<file path="src/rtl/seq_feeder_if.sv">
// Request/FIFO-write bundle between the job requesters, the feeder and the call FIFO.
//
// Handshake: req is a one-cycle pulse per job and needs no acknowledge to be
// captured. full is a level sampled only while the feeder is idle. A FIFO write
// is the rising edge of clk_f. data_f is already stable one full clk cycle before
// that edge and stays stable through it. ack[i] pulses for one cycle once job i's
// write is complete.
interface seq_feeder_if #(
  parameter int n    = 5,
  parameter int jobs = 4
);
  logic [jobs-1:0] req;
  logic            full;
  logic [n-1:0]    data_f;
  logic            clk_f;
  logic [jobs-1:0] ack;
  logic [jobs-1:0] pend;
  logic            ovf;
  logic [1:0]      state_dbg;

  // The feeder drives the FIFO write side.
  modport master (
    input  req, full,
    output data_f, clk_f, ack, pend, ovf, state_dbg
  );

  // Requesters and FIFO status drive the inputs and observe the outputs.
  modport slave (
    output req, full,
    input  data_f, clk_f, ack, pend, ovf, state_dbg
  );
endinterface

</file>
<file path="src/rtl/seq_feeder.sv">
// Sequencer call-FIFO write-side producer.
// Per-job sticky pending bits feed a round-robin arbiter. Each granted job
// becomes one FIFO write of its program entry address. A write takes three
// cycles: present the data, raise the strobe, then drop the strobe and acknowledge.
module seq_feeder #(
  parameter int n    = 5,
  parameter int jobs = 4,
  parameter logic [jobs*n-1:0] entries = {5'd25, 5'd19, 5'd12, 5'd2}
) (
  input  logic         clk,
  input  logic         rst_n,
  seq_feeder_if.master bus
);

  localparam int PW = (jobs > 1) ? $clog2(jobs) : 1;

  typedef enum logic [1:0] {
    IDLE   = 2'd0,
    SETUP  = 2'd1,
    STROBE = 2'd2
  } state_t;

  state_t          state_q, state_d;
  logic [jobs-1:0] pend_q, pend_d;
  logic [PW-1:0]   ptr_q, ptr_d;
  logic [PW-1:0]   sel_q, sel_d;
  logic [n-1:0]    data_q, data_d;
  logic            clk_f_q, clk_f_d;
  logic [jobs-1:0] ack_q, ack_d;
  logic            ovf_q, ovf_d;

  logic            found;
  logic [PW-1:0]   pick;
  logic [PW-1:0]   idx;
  logic [jobs-1:0] clr;

  // Round-robin search: first pending slot at or after ptr, wrapping.
  always_comb begin
    found = 1'b0;
    pick  = '0;
    idx   = '0;
    for (int i = 0; i < jobs; i++) begin
      idx = PW'((int'(ptr_q) + i) % jobs);
      if (!found && pend_q[idx]) begin
        found = 1'b1;
        pick  = idx;
      end
    end
  end

  // Next-state for the write FSM, pending bits and the overflow flag.
  always_comb begin
    state_d = state_q;
    ptr_d   = ptr_q;
    sel_d   = sel_q;
    data_d  = data_q;
    clk_f_d = clk_f_q;
    ack_d   = '0;
    clr     = '0;

    case (state_q)
      IDLE: begin
        // full is only consulted here; a committed write always completes.
        if (found && !bus.full) begin
          sel_d   = pick;
          data_d  = entries[int'(pick)*n +: n];
          state_d = SETUP;
        end
      end
      SETUP: begin
        clk_f_d = 1'b1;
        state_d = STROBE;
      end
      STROBE: begin
        clk_f_d    = 1'b0;
        clr[sel_q] = 1'b1;
        ack_d      = clr;
        ptr_d      = (int'(sel_q) == jobs - 1) ? '0 : sel_q + 1'b1;
        state_d    = IDLE;
      end
      default: begin
        clk_f_d = 1'b0;
        state_d = IDLE;
      end
    endcase

    // A new request on the clearing edge re-arms the slot without counting as a merge.
    ovf_d  = |(bus.req & pend_q & ~clr);
    pend_d = (pend_q & ~clr) | bus.req;
  end

  // All state and outputs are registered; reset drops the strobe immediately.
  always_ff @(posedge clk or negedge rst_n) begin
    if (!rst_n) begin
      state_q <= IDLE;
      pend_q  <= '0;
      ptr_q   <= '0;
      sel_q   <= '0;
      data_q  <= '0;
      clk_f_q <= 1'b0;
      ack_q   <= '0;
      ovf_q   <= 1'b0;
    end else begin
      state_q <= state_d;
      pend_q  <= pend_d;
      ptr_q   <= ptr_d;
      sel_q   <= sel_d;
      data_q  <= data_d;
      clk_f_q <= clk_f_d;
      ack_q   <= ack_d;
      ovf_q   <= ovf_d;
    end
  end

  assign bus.data_f    = data_q;
  assign bus.clk_f     = clk_f_q;
  assign bus.ack       = ack_q;
  assign bus.pend      = pend_q;
  assign bus.ovf       = ovf_q;
  assign bus.state_dbg = state_q;

endmodule

</file>
<file path="src/flat_wrapper.sv">
// flat-port wrapper written by rule: the top's interface ports become plain ports
module seq_feeder_flat 
#(
  parameter int n    = 5,
  parameter int jobs = 4,
  parameter logic [jobs*n-1:0] entries = {5'd25, 5'd19, 5'd12, 5'd2}
)
  (clk, rst_n, bus_req, bus_full, bus_data_f, bus_clk_f, bus_ack, bus_pend, bus_ovf, bus_state_dbg);
  seq_feeder_if #(.n(n), .jobs(jobs)) bus_i ();
  input  logic clk;
  input  logic rst_n;
  input wire logic [$bits(bus_i.req)-1:0] bus_req;
  input wire logic [$bits(bus_i.full)-1:0] bus_full;
  output wire logic [$bits(bus_i.data_f)-1:0] bus_data_f;
  output wire logic [$bits(bus_i.clk_f)-1:0] bus_clk_f;
  output wire logic [$bits(bus_i.ack)-1:0] bus_ack;
  output wire logic [$bits(bus_i.pend)-1:0] bus_pend;
  output wire logic [$bits(bus_i.ovf)-1:0] bus_ovf;
  output wire logic [$bits(bus_i.state_dbg)-1:0] bus_state_dbg;
  assign bus_i.req = bus_req;
  assign bus_i.full = bus_full;
  assign bus_data_f = bus_i.data_f;
  assign bus_clk_f = bus_i.clk_f;
  assign bus_ack = bus_i.ack;
  assign bus_pend = bus_i.pend;
  assign bus_ovf = bus_i.ovf;
  assign bus_state_dbg = bus_i.state_dbg;
  seq_feeder #(.n(n), .jobs(jobs), .entries(entries)) u_core (.clk(clk), .rst_n(rst_n), .bus(bus_i));
endmodule
</file>
<file path="config.mk">
export PLATFORM = sky130hd
export DESIGN_NAME = seq_feeder_flat
export DESIGN_NICKNAME = d
export VERILOG_FILES = /design/src/rtl/seq_feeder_if.sv /design/src/rtl/seq_feeder.sv /design/src/flat_wrapper.sv
export SDC_FILE = /design/constraint.sdc
export NUM_CORES = 1
export LEC_CHECK = 0
export ABC_CLOCK_PERIOD_IN_PS = 1830
export BUFFER_PORTS_ARGS = -buffer_cell sky130_fd_sc_hd__buf_2
export CAP_MARGIN = 25
export CORE_ASPECT_RATIO = 0.8
export CORE_MARGIN = 3
export CORE_UTILIZATION = 35
export DETAILED_ROUTE_END_ITERATION = 8
export PLACE_DENSITY = 0.6
export SYNTH_ARGS = -nofsm -noshare
export SYNTH_HDL_FRONTEND = slang
export SYNTH_SLANG_ARGS = --single-unit
</file>
<file path="constraint.sdc">
create_clock -name clk -period 1.83 [get_ports clk]
set_clock_uncertainty 0.2 [all_clocks]
set_input_delay 0.2745 -clock clk [delete_from_list [all_inputs] [get_ports clk]]
set_output_delay 0.2745 -clock clk [all_outputs]
set_load 0.05 [all_outputs]
</file>
==> impl_metrics.json, run 1 <==
{
  "tns_ps": 0,
  "cp_data_required_time_ps": 1810,
  "cts_num_sinks": 18,
  "max_freq_mhz": 586,
  "avgSynthCellArea_um2": 11.3,
  "post-dp-hpwl_um": 1300,
  "setup_ws_ps": 123,
  "synthCells": 71,
  "rsz0062_at_grt": "no",
  "crit_start": "u_core.bus.pend[0]",
  "ant_nets": 0,
  "fin_crit_sh_pct": 93.3,
  "grt_max_degree": 19,
  "worstSetupPathType": "register to register",
  "diodes": 0,
  "whs_ps": 87.9,
  "maxCapViolations": 0,
  "fillers": 190,
  "drt_iter0_drc": 16,
  "coreArea_um2": 2030,
  "path_max_fanout": 8,
  "synth_adder_area_share_pct": 6.21,
  "drive_gt1_share_pct": 33.0,
  "cts_tree": "built",
  "pin_count": 24,
  "slew_headroom_pct": 72.9,
  "clk_latency_ps": 290,
  "drc": 0,
  "leakagePower_uw": 0.000546,
  "synth_area_leaders": "dfrtp_1 56%, ha_1 6.2%, inv_1 3.7%, mux2_4 3.7%, o41ai_4 3.4%",
  "numPortBuffers": 23,
  "synth_compound_area_share_pct": 15.2,
  "htree_levels": 1,
  "rows": 14,
  "worstMarginPinSlew_ps": 406,
  "dr.pass1.iters": 3,
  "dieArea_um2": 2920,
  "wl_per_cell_um": 13.2,
  "critPathArrivalTime_ps": 1690,
  "nNetsFinal": 115,
  "cts_buffers": 3,
  "ys_seq_area_share_pct": 55.9,
  "period_needed_ps": 1710,
  "synth_ff_type": "dfrtp_1",
  "die_h_um": 48.9,
  "hold_viol_final": 0,
  "synthToLayoutAreaGrowth_pct": 28.1,
  "synth-simple-area-share_pct": 10.7,
  "status": "completed",
  "ys_types": 25,
  "start_kind": "register",
  "postCtsSetupBuffers": 0,
  "min_from": "bus_full",
  "ir_drop_mv": 1.06,
  "cts-root-buf": "clkbuf_4",
  "cts_resized": 0,
  "drv_slew": 0,
  "gp_congestion": 0.757,
  "synth_edf_count": 0,
  "ys_async_sr_fraction_pct": 100,
  "grt_pass1_vias": 637,
  "dp_slack_ps": 137,
  "worst_setup_path_end_kind": "register",
  "final_cell_mix": "23 x buf_2, 17 x dfrtp_1, 8 x inv_1",
  "netlist.area_leader.share_pct": 55.9,
  "ys_seq_elements": 18,
  "reg2reg_from": "u_core.bus.pend[0]",
  "syn_nets": 82,
  "drt_wl_total_um": 1680,
  "chipWidth_um": 59.6,
  "overflow": 0,
  "finalSetupViolations": 0,
  "antenna_found_initial": 0,
  "final_common_cell": "buf_2",
  "initial_core_util_pct": 39.7,
  "synth_top_family_by_area": "compound AO/OA/AOI/OAI gates",
  "cts_buffer_depth": 2,
  "ys_warn_count": 0,
  "viasPerCell": 4.91,
  "grt_usage_pct": 12.9,
  "clk_pin_slew_ps": 100,
  "power.density_nw_per_um2": 1490,
  "hp-class": "primary input to register",
  "synth_top_area_cell": "dfrtp_1",
  "synthMuxAreaShare_pct": 6.37,
  "synth_xor_area_share_pct": 0,
  "grt_pass1_wl_um": 2830,
  "num_vias": 624,
  "syn_area_um2": 806
}
power breakdown:
part | switching, uW | total [uW] | internal (uW)
Clock | 118 | 203 | 84.8
Combinational | 505 | 737 | 231
Sequential | 99.2 | 595 | 495
Total | 722 | 1530 | 812
sequential cells by signal (all words and copies together) (netlist names):
register and cells:
u_core.bus.clk_f 1, u_core.bus.data_f 4, u_core.bus.pend 4, u_core.bus.ovf 1
u_core.ptr_q 2, u_core.bus.state_dbg 2, u_core.bus.ack 4
final timing paths:
path,endpoint,cells after the start,slack (ps)
min,u_core.bus.state_dbg[0],4,90
max reg2reg,u_core.bus.data_f[1],3,120
max,u_core.bus.data_f[1],3,120
max in group asynchronous,u_core.bus.pend[0],2,890
min in group asynchronous,u_core.bus.pend[3],2,230
min reg2reg,u_core.bus.clk_f,1,300
synthesized netlist by cell type (2+ instances only):
library cell   n
dfrtp_1       18
inv_1          8
nand2_1        7
a21oi_1        4
ha_1           4
nor2_1         4
a21o_1         3
nand3_1        3
mux2_4         2
nor2b_1        2
o21ai_0        2
through the flow:
stage	power (uW)	cells	cell area [um^2]	util, %
CTS	1560	127	1030	50.8
floorplan	1150	71	807	-
finish	1530	127	1030	50.8
global placement	1320	118	956	47.0
global route	1640	127	1030	50.8
detailed placement	1340	118	956	47.0
critical path, stage by stage, from the launching register on:
cell	delay (ps)
dfrtp_2	480
o41ai_4	490
inv_2	110
mux2_4	310
cells by family after synthesis:
family / Yosys count
flops: 18
simple gates: 19
buf+inv: 11
mux: 4
compound gates: 15
fa+ha+maj: 4
layer usage:
metal  GRT usage (%)  routed length (um)  share of wire (%)
met5               0                   0                  0
met1            17.4                 772                 46
met4            3.32                  13               0.77
met3            5.56                 101                6.0
met2            18.7                 792                 47
final cells by class:
type                    count  area [um^2]  area share [%]
clock buffers               4         26.3            2.55
inverters                   9         33.8            3.27
multi-input cells          42          310            30.1
flip-flops and latches     18          452            43.8
well taps                  24         30.0            2.91
repair buffers             30          180            17.5
what timing repair did:
item	CTS	global route
hold endpoints to repair	22	0
endpoints found under the setup margin	0	0
hold buffers	5	0
No activity file was read; power rests on OpenSTA's default activity.
==> run 2, diff against run 1 <==
--- a/config.mk
+++ b/config.mk
@@ -12,7 +12,7 @@
 export CORE_MARGIN = 3
 export CORE_UTILIZATION = 35
 export DETAILED_ROUTE_END_ITERATION = 8
-export PLACE_DENSITY = 0.6
+export RECOVER_POWER = 25
 export SYNTH_ARGS = -nofsm -noshare
 export SYNTH_HDL_FRONTEND = slang
 export SYNTH_SLANG_ARGS = --single-unit
==> impl_metrics.json, run 2 (same netlist as run 1, synthesis figures left out) <==
{
  "rsz0062_at_grt": "no",
  "grt_pass1_vias": 637,
  "start_kind": "register",
  "hold_viol_final": 0,
  "hp-class": "primary input to register",
  "post-dp-hpwl_um": 1300,
  "final_core_util_pct": 50.7,
  "clk_latency_ps": 290,
  "cts-root-buf": "clkbuf_4",
  "numPortBuffers": 23,
  "worstMarginPinSlew_ps": 975,
  "crit_start": "u_core.bus.pend[0]",
  "drt_wl_total_um": 1680,
  "overflow": 0,
  "clk_pin_slew_ps": 100,
  "coreArea_um2": 2030,
  "ant_nets": 0,
  "cp_data_required_time_ps": 1810,
  "worstSetupPathType": "register to register",
  "hold_path_depth": 4,
  "period_needed_ps": 1710,
  "htree_levels": 1,
  "cts_tree": "built",
  "wl_met2_um": 792,
  "die_h_um": 48.9,
  "setup_ws_ps": 123,
  "worstHoldEndpoint": "u_core.bus.state_dbg[0]",
  "dp_cells": 118,
  "synthToLayoutAreaGrowth_pct": 28.0,
  "drv_slew": 0,
  "wl_per_cell_um": 13.2,
  "antenna_found_initial": 0,
  "slew_headroom_pct": 35.0,
  "worst_setup_path_end_kind": "register",
  "dr.pass1.iters": 3,
  "path_max_fanout": 8,
  "max_freq_mhz": 586,
  "maxCapViolations": 0,
  "power.density_nw_per_um2": 1490,
  "critPathArrivalTime_ps": 1690,
  "leakagePower_uw": 0.000543,
  "pin_count": 24,
  "dieArea_um2": 2920,
  "grt_pass1_wl_um": 2830,
  "initial_core_util_pct": 39.7,
  "drt_iter0_drc": 16,
  "min_from": "bus_full",
  "place_area_um2": 956,
  "fin_crit_sh_pct": 93.3,
  "final_common_cell": "buf_2",
  "finalInstanceArea_um2": 1030,
  "m1WireLength_um": 770,
  "status": "completed",
  "tns_ps": 0,
  "top_layer": "met4",
  "num_vias": 624,
  "drc": 0,
  "drive_gt1_share_pct": 32.0,
  "r2r_cells": 3,
  "nNetsFinal": 115,
  "final_cells": 127,
  "final_cell_mix": "22 x buf_2, 17 x dfrtp_1, 8 x inv_1",
  "cts_num_sinks": 18,
  "grt_max_degree": 19,
  "ff2ff_setup_slack_ps": 120,
  "diodes": 0,
  "reg2reg_from": "u_core.bus.pend[0]",
  "cts_buffers": 3,
  "fillers": 191,
  "finalSetupViolations": 0,
  "r2r-end": "u_core.bus.data_f[1]",
  "dp_slack_ps": 137,
  "postCtsSetupBuffers": 0,
  "grt_usage_pct": 12.9,
  "rows": 14,
  "cts_buffer_depth": 2,
  "viasPerCell": 4.91,
  "chipWidth_um": 59.6,
  "ir_drop_mv": 1.06,
  "gp_congestion": 0.757,
  "wl_met3_um": 101
}
run 2: layer usage:
metal	vias to the layer above	track usage [%]
li1	301	-
met1	305	17.4
met2	16	18.7
met3	2	5.56
met4	0	3.32
met5	-	0
run 2: power breakdown:
part / switching (uW) / total, uW / internal (uW)
clock: 118 / 203 / 84.8
combinational: 505 / 736 / 231
sequential: 99.2 / 595 / 495
total: 722 / 1530 / 811
run 2: worst max path at each step:
stage / to / slack [ps] / depth (start not counted)
detailed placement: u_core.bus.data_f[1] / 140 / 3
global route: u_core.bus.data_f[1] / 40 / 3
floorplan: u_core.bus.data_f[0] / 10 / 4
finish: u_core.bus.data_f[1] / 120 / 3
global placement: u_core.bus.data_f[1] / 190 / 3
CTS: u_core.bus.data_f[1] / 110 / 3
run 2: layout make-up:
type | instances | area (um^2) | share of cell area [%]
Timing Repair Buffer | 30 | 179 | 17.4
Sequential cell | 18 | 452 | 43.8
Tap cell | 24 | 30.0 | 2.91
Clock buffer | 4 | 26.3 | 2.55
Inverter | 9 | 33.8 | 3.28
Multi-Input combinational cell | 42 | 310 | 30.1
run 2: through the flow:
stage,hold slack [ps],power [uW]
final,87.9,1530
after CTS,82.0,1560
after detailed placement,34.4,1340
after global routing,90.3,1640
after floorplan,-221,1150
after global placement,23.9,1320
run 2: worst max-delay path, cell delays in order (launching register included):
cell,delay [ps]
dfrtp_2,480
o41ai_4,490
inv_2,110
mux2_4,310
run 2: repair_timing:
item / CTS / global route
hold endpoints to repair: 22 / 0
hold buffers: 5 / 0
gates resized for setup: 0 / 0
==> run 3, diff against run 2 <==
--- a/config.mk
+++ b/config.mk
@@ -5,7 +5,7 @@
 export SDC_FILE = /design/constraint.sdc
 export NUM_CORES = 1
 export LEC_CHECK = 0
-export ABC_CLOCK_PERIOD_IN_PS = 1830
+export ABC_CLOCK_PERIOD_IN_PS = 1950
 export BUFFER_PORTS_ARGS = -buffer_cell sky130_fd_sc_hd__buf_2
 export CAP_MARGIN = 25
 export CORE_ASPECT_RATIO = 0.8
==> constraint.sdc (replaced) <==
create_clock -name clk -period 1.95 [get_ports clk]
set_clock_uncertainty 0.2 [all_clocks]
set_input_delay 0.2925 -clock clk [delete_from_list [all_inputs] [get_ports clk]]
set_output_delay 0.2925 -clock clk [all_outputs]
set_load 0.05 [all_outputs]
==> impl_metrics.json, run 3 (same netlist as run 1, synthesis figures left out) <==
{
  "cts_resized": 0,
  "worstSetupPathType": "register to register",
  "clockPowerShare_pct": 15.6,
  "top_layer": "met4",
  "m1WireLength_um": 823,
  "worstHoldEndpoint": "u_core.bus.state_dbg[0]",
  "cp_data_required_time_ps": 1930,
  "cts_num_sinks": 18,
  "internal_power_uw": 782,
  "final_common_cell": "buf_2",
  "drc": 0,
  "final_cells": 126,
  "cts_buffer_depth": 2,
  "postCtsSetupBuffers": 0,
  "diodes": 0,
  "power_frac_comb_pct": 45.6,
  "leakagePower_uw": 0.000544,
  "seqPwrFrac_pct": 38.7,
  "initial_core_util_pct": 39.7,
  "crit_path_top_delay_cell": "o41ai_4",
  "slew_headroom_pct": 34.9,
  "synthToLayoutAreaGrowth_pct": 28.1,
  "start_kind": "register",
  "cts_buffers": 3,
  "r2r_cells": 3,
  "pin_count": 24,
  "worstMarginPinSlew_ps": 976,
  "cp_top_family": "compound AO/OA/AOI/OAI gates",
  "num_vias": 609,
  "min_from": "bus_full",
  "drt_wl_total_um": 1640,
  "cp_cell_sequence": "o41ai_4 -> inv_2 -> mux2_4",
  "dp_cells": 117,
  "clk_pin_slew_ps": 100,
  "max_freq_mhz": 582,
  "post-dp-hpwl_um": 1240,
  "chipWidth_um": 59.6,
  "tns_ps": 0,
  "grt_usage_pct": 12.7,
  "ir_drop_mv": 0.949,
  "final_cell_mix": "22 x buf_2, 18 x dfrtp_1, 8 x inv_1",
  "rows": 14,
  "wl_per_cell_um": 13.0,
  "hold_path_depth": 4,
  "hp-class": "primary input to register",
  "power.total_uw": 1460,
  "dr.pass1.iters": 4,
  "place_area_um2": 947,
  "viasPerCell": 4.83,
  "coreArea_um2": 2030,
  "dieArea_um2": 2920,
  "grt_pass1_vias": 589,
  "cts-root-buf": "clkbuf_4",
  "max_stage_delay_ps": 500,
  "nNetsFinal": 114,
  "power.density_nw_per_um2": 1410,
  "worst_setup_path_end_kind": "register",
  "maxCapViolations": 0,
  "fin_crit_sh_pct": 88.2,
  "ff2ff_setup_slack_ps": 230,
  "cts_tree": "built",
  "wl_met2_um": 701,
  "grt_pass1_wl_um": 2810,
  "gp_congestion": 0.796,
  "cts-hold-fix-buffers": 5,
  "critPathBufInv": 1,
  "netSwitchingFraction_pct": 46.5,
  "clk_latency_ps": 290,
  "rsz0062_at_grt": "no",
  "setup_ws_ps": 230,
  "drive_gt1_share_pct": 31.4,
  "antenna_found_initial": 0,
  "die_h_um": 48.9,
  "drv_slew": 0,
  "hold_viol_final": 0,
  "grt_max_degree": 19,
  "r2r-end": "u_core.bus.data_f[1]",
  "ant_nets": 0,
  "finalSetupViolations": 0,
  "switchingPower_uw": 678,
  "critPathArrivalTime_ps": 1700,
  "dp_slack_ps": 241,
  "period_needed_ps": 1720,
  "numPortBuffers": 23,
  "finalInstanceArea_um2": 1030,
  "status": "completed",
  "path_max_fanout": 8,
  "drt_iter0_drc": 9,
  "htree_levels": 1,
  "wl_met3_um": 83,
  "reg2reg_from": "u_core.bus.pend[0]",
  "overflow": 0
}
[run 3: stage by stage]
step | utilization (%) | hold slack [ps]
finish | 50.8 | 114
detailed placement | 46.6 | 52.0
global route | 50.8 | 115
CTS | 50.9 | 106
floorplan | - | -203
global placement | 46.6 | 45.0
[run 3: final cells by class]
type	instances	area [um^2]
repair buffers	29	171
clock buffers	4	36.3
fillers	200	1000
inverters	9	33.8
flip-flops and latches	18	450
multi-input cells	42	310
well taps	24	30.0
[run 3: power groups by stage]
stage,registers (uW),logic [uW],clock network (uW)
after floorplan,804,277,0
after global placement,571,659,0
after detailed placement,573,663,0
after CTS,564,672,241
after global routing,584,716,259
final,566,666,228
[run 3: worst max path at each step]
stage / start / to / slack (ps) / depth (start not counted)
after floorplan: u_core.bus.pend[0] / u_core.bus.data_f[0] / 100 / 3
after global placement: u_core.bus.pend[0] / u_core.bus.data_f[0] / 290 / 3
after detailed placement: u_core.bus.state_dbg[1] / u_core.bus.data_f[1] / 240 / 4
after CTS: u_core.bus.state_dbg[1] / u_core.bus.data_f[1] / 220 / 4
after global routing: u_core.bus.pend[0] / u_core.bus.data_f[1] / 150 / 3
final: u_core.bus.pend[0] / u_core.bus.data_f[1] / 230 / 3
[run 3: worst min-delay path, cell delays in order]
cell	delay, ps
buf_2	80
nor3_1	60
o41ai_4	80
inv_2	60
[run 3: layer usage]
metal	track usage, %	vias to the layer above
li1	-	301
met1	17.7	292
met2	17.4	14
met3	4.23	2
met4	5.54	0
met5	0	-
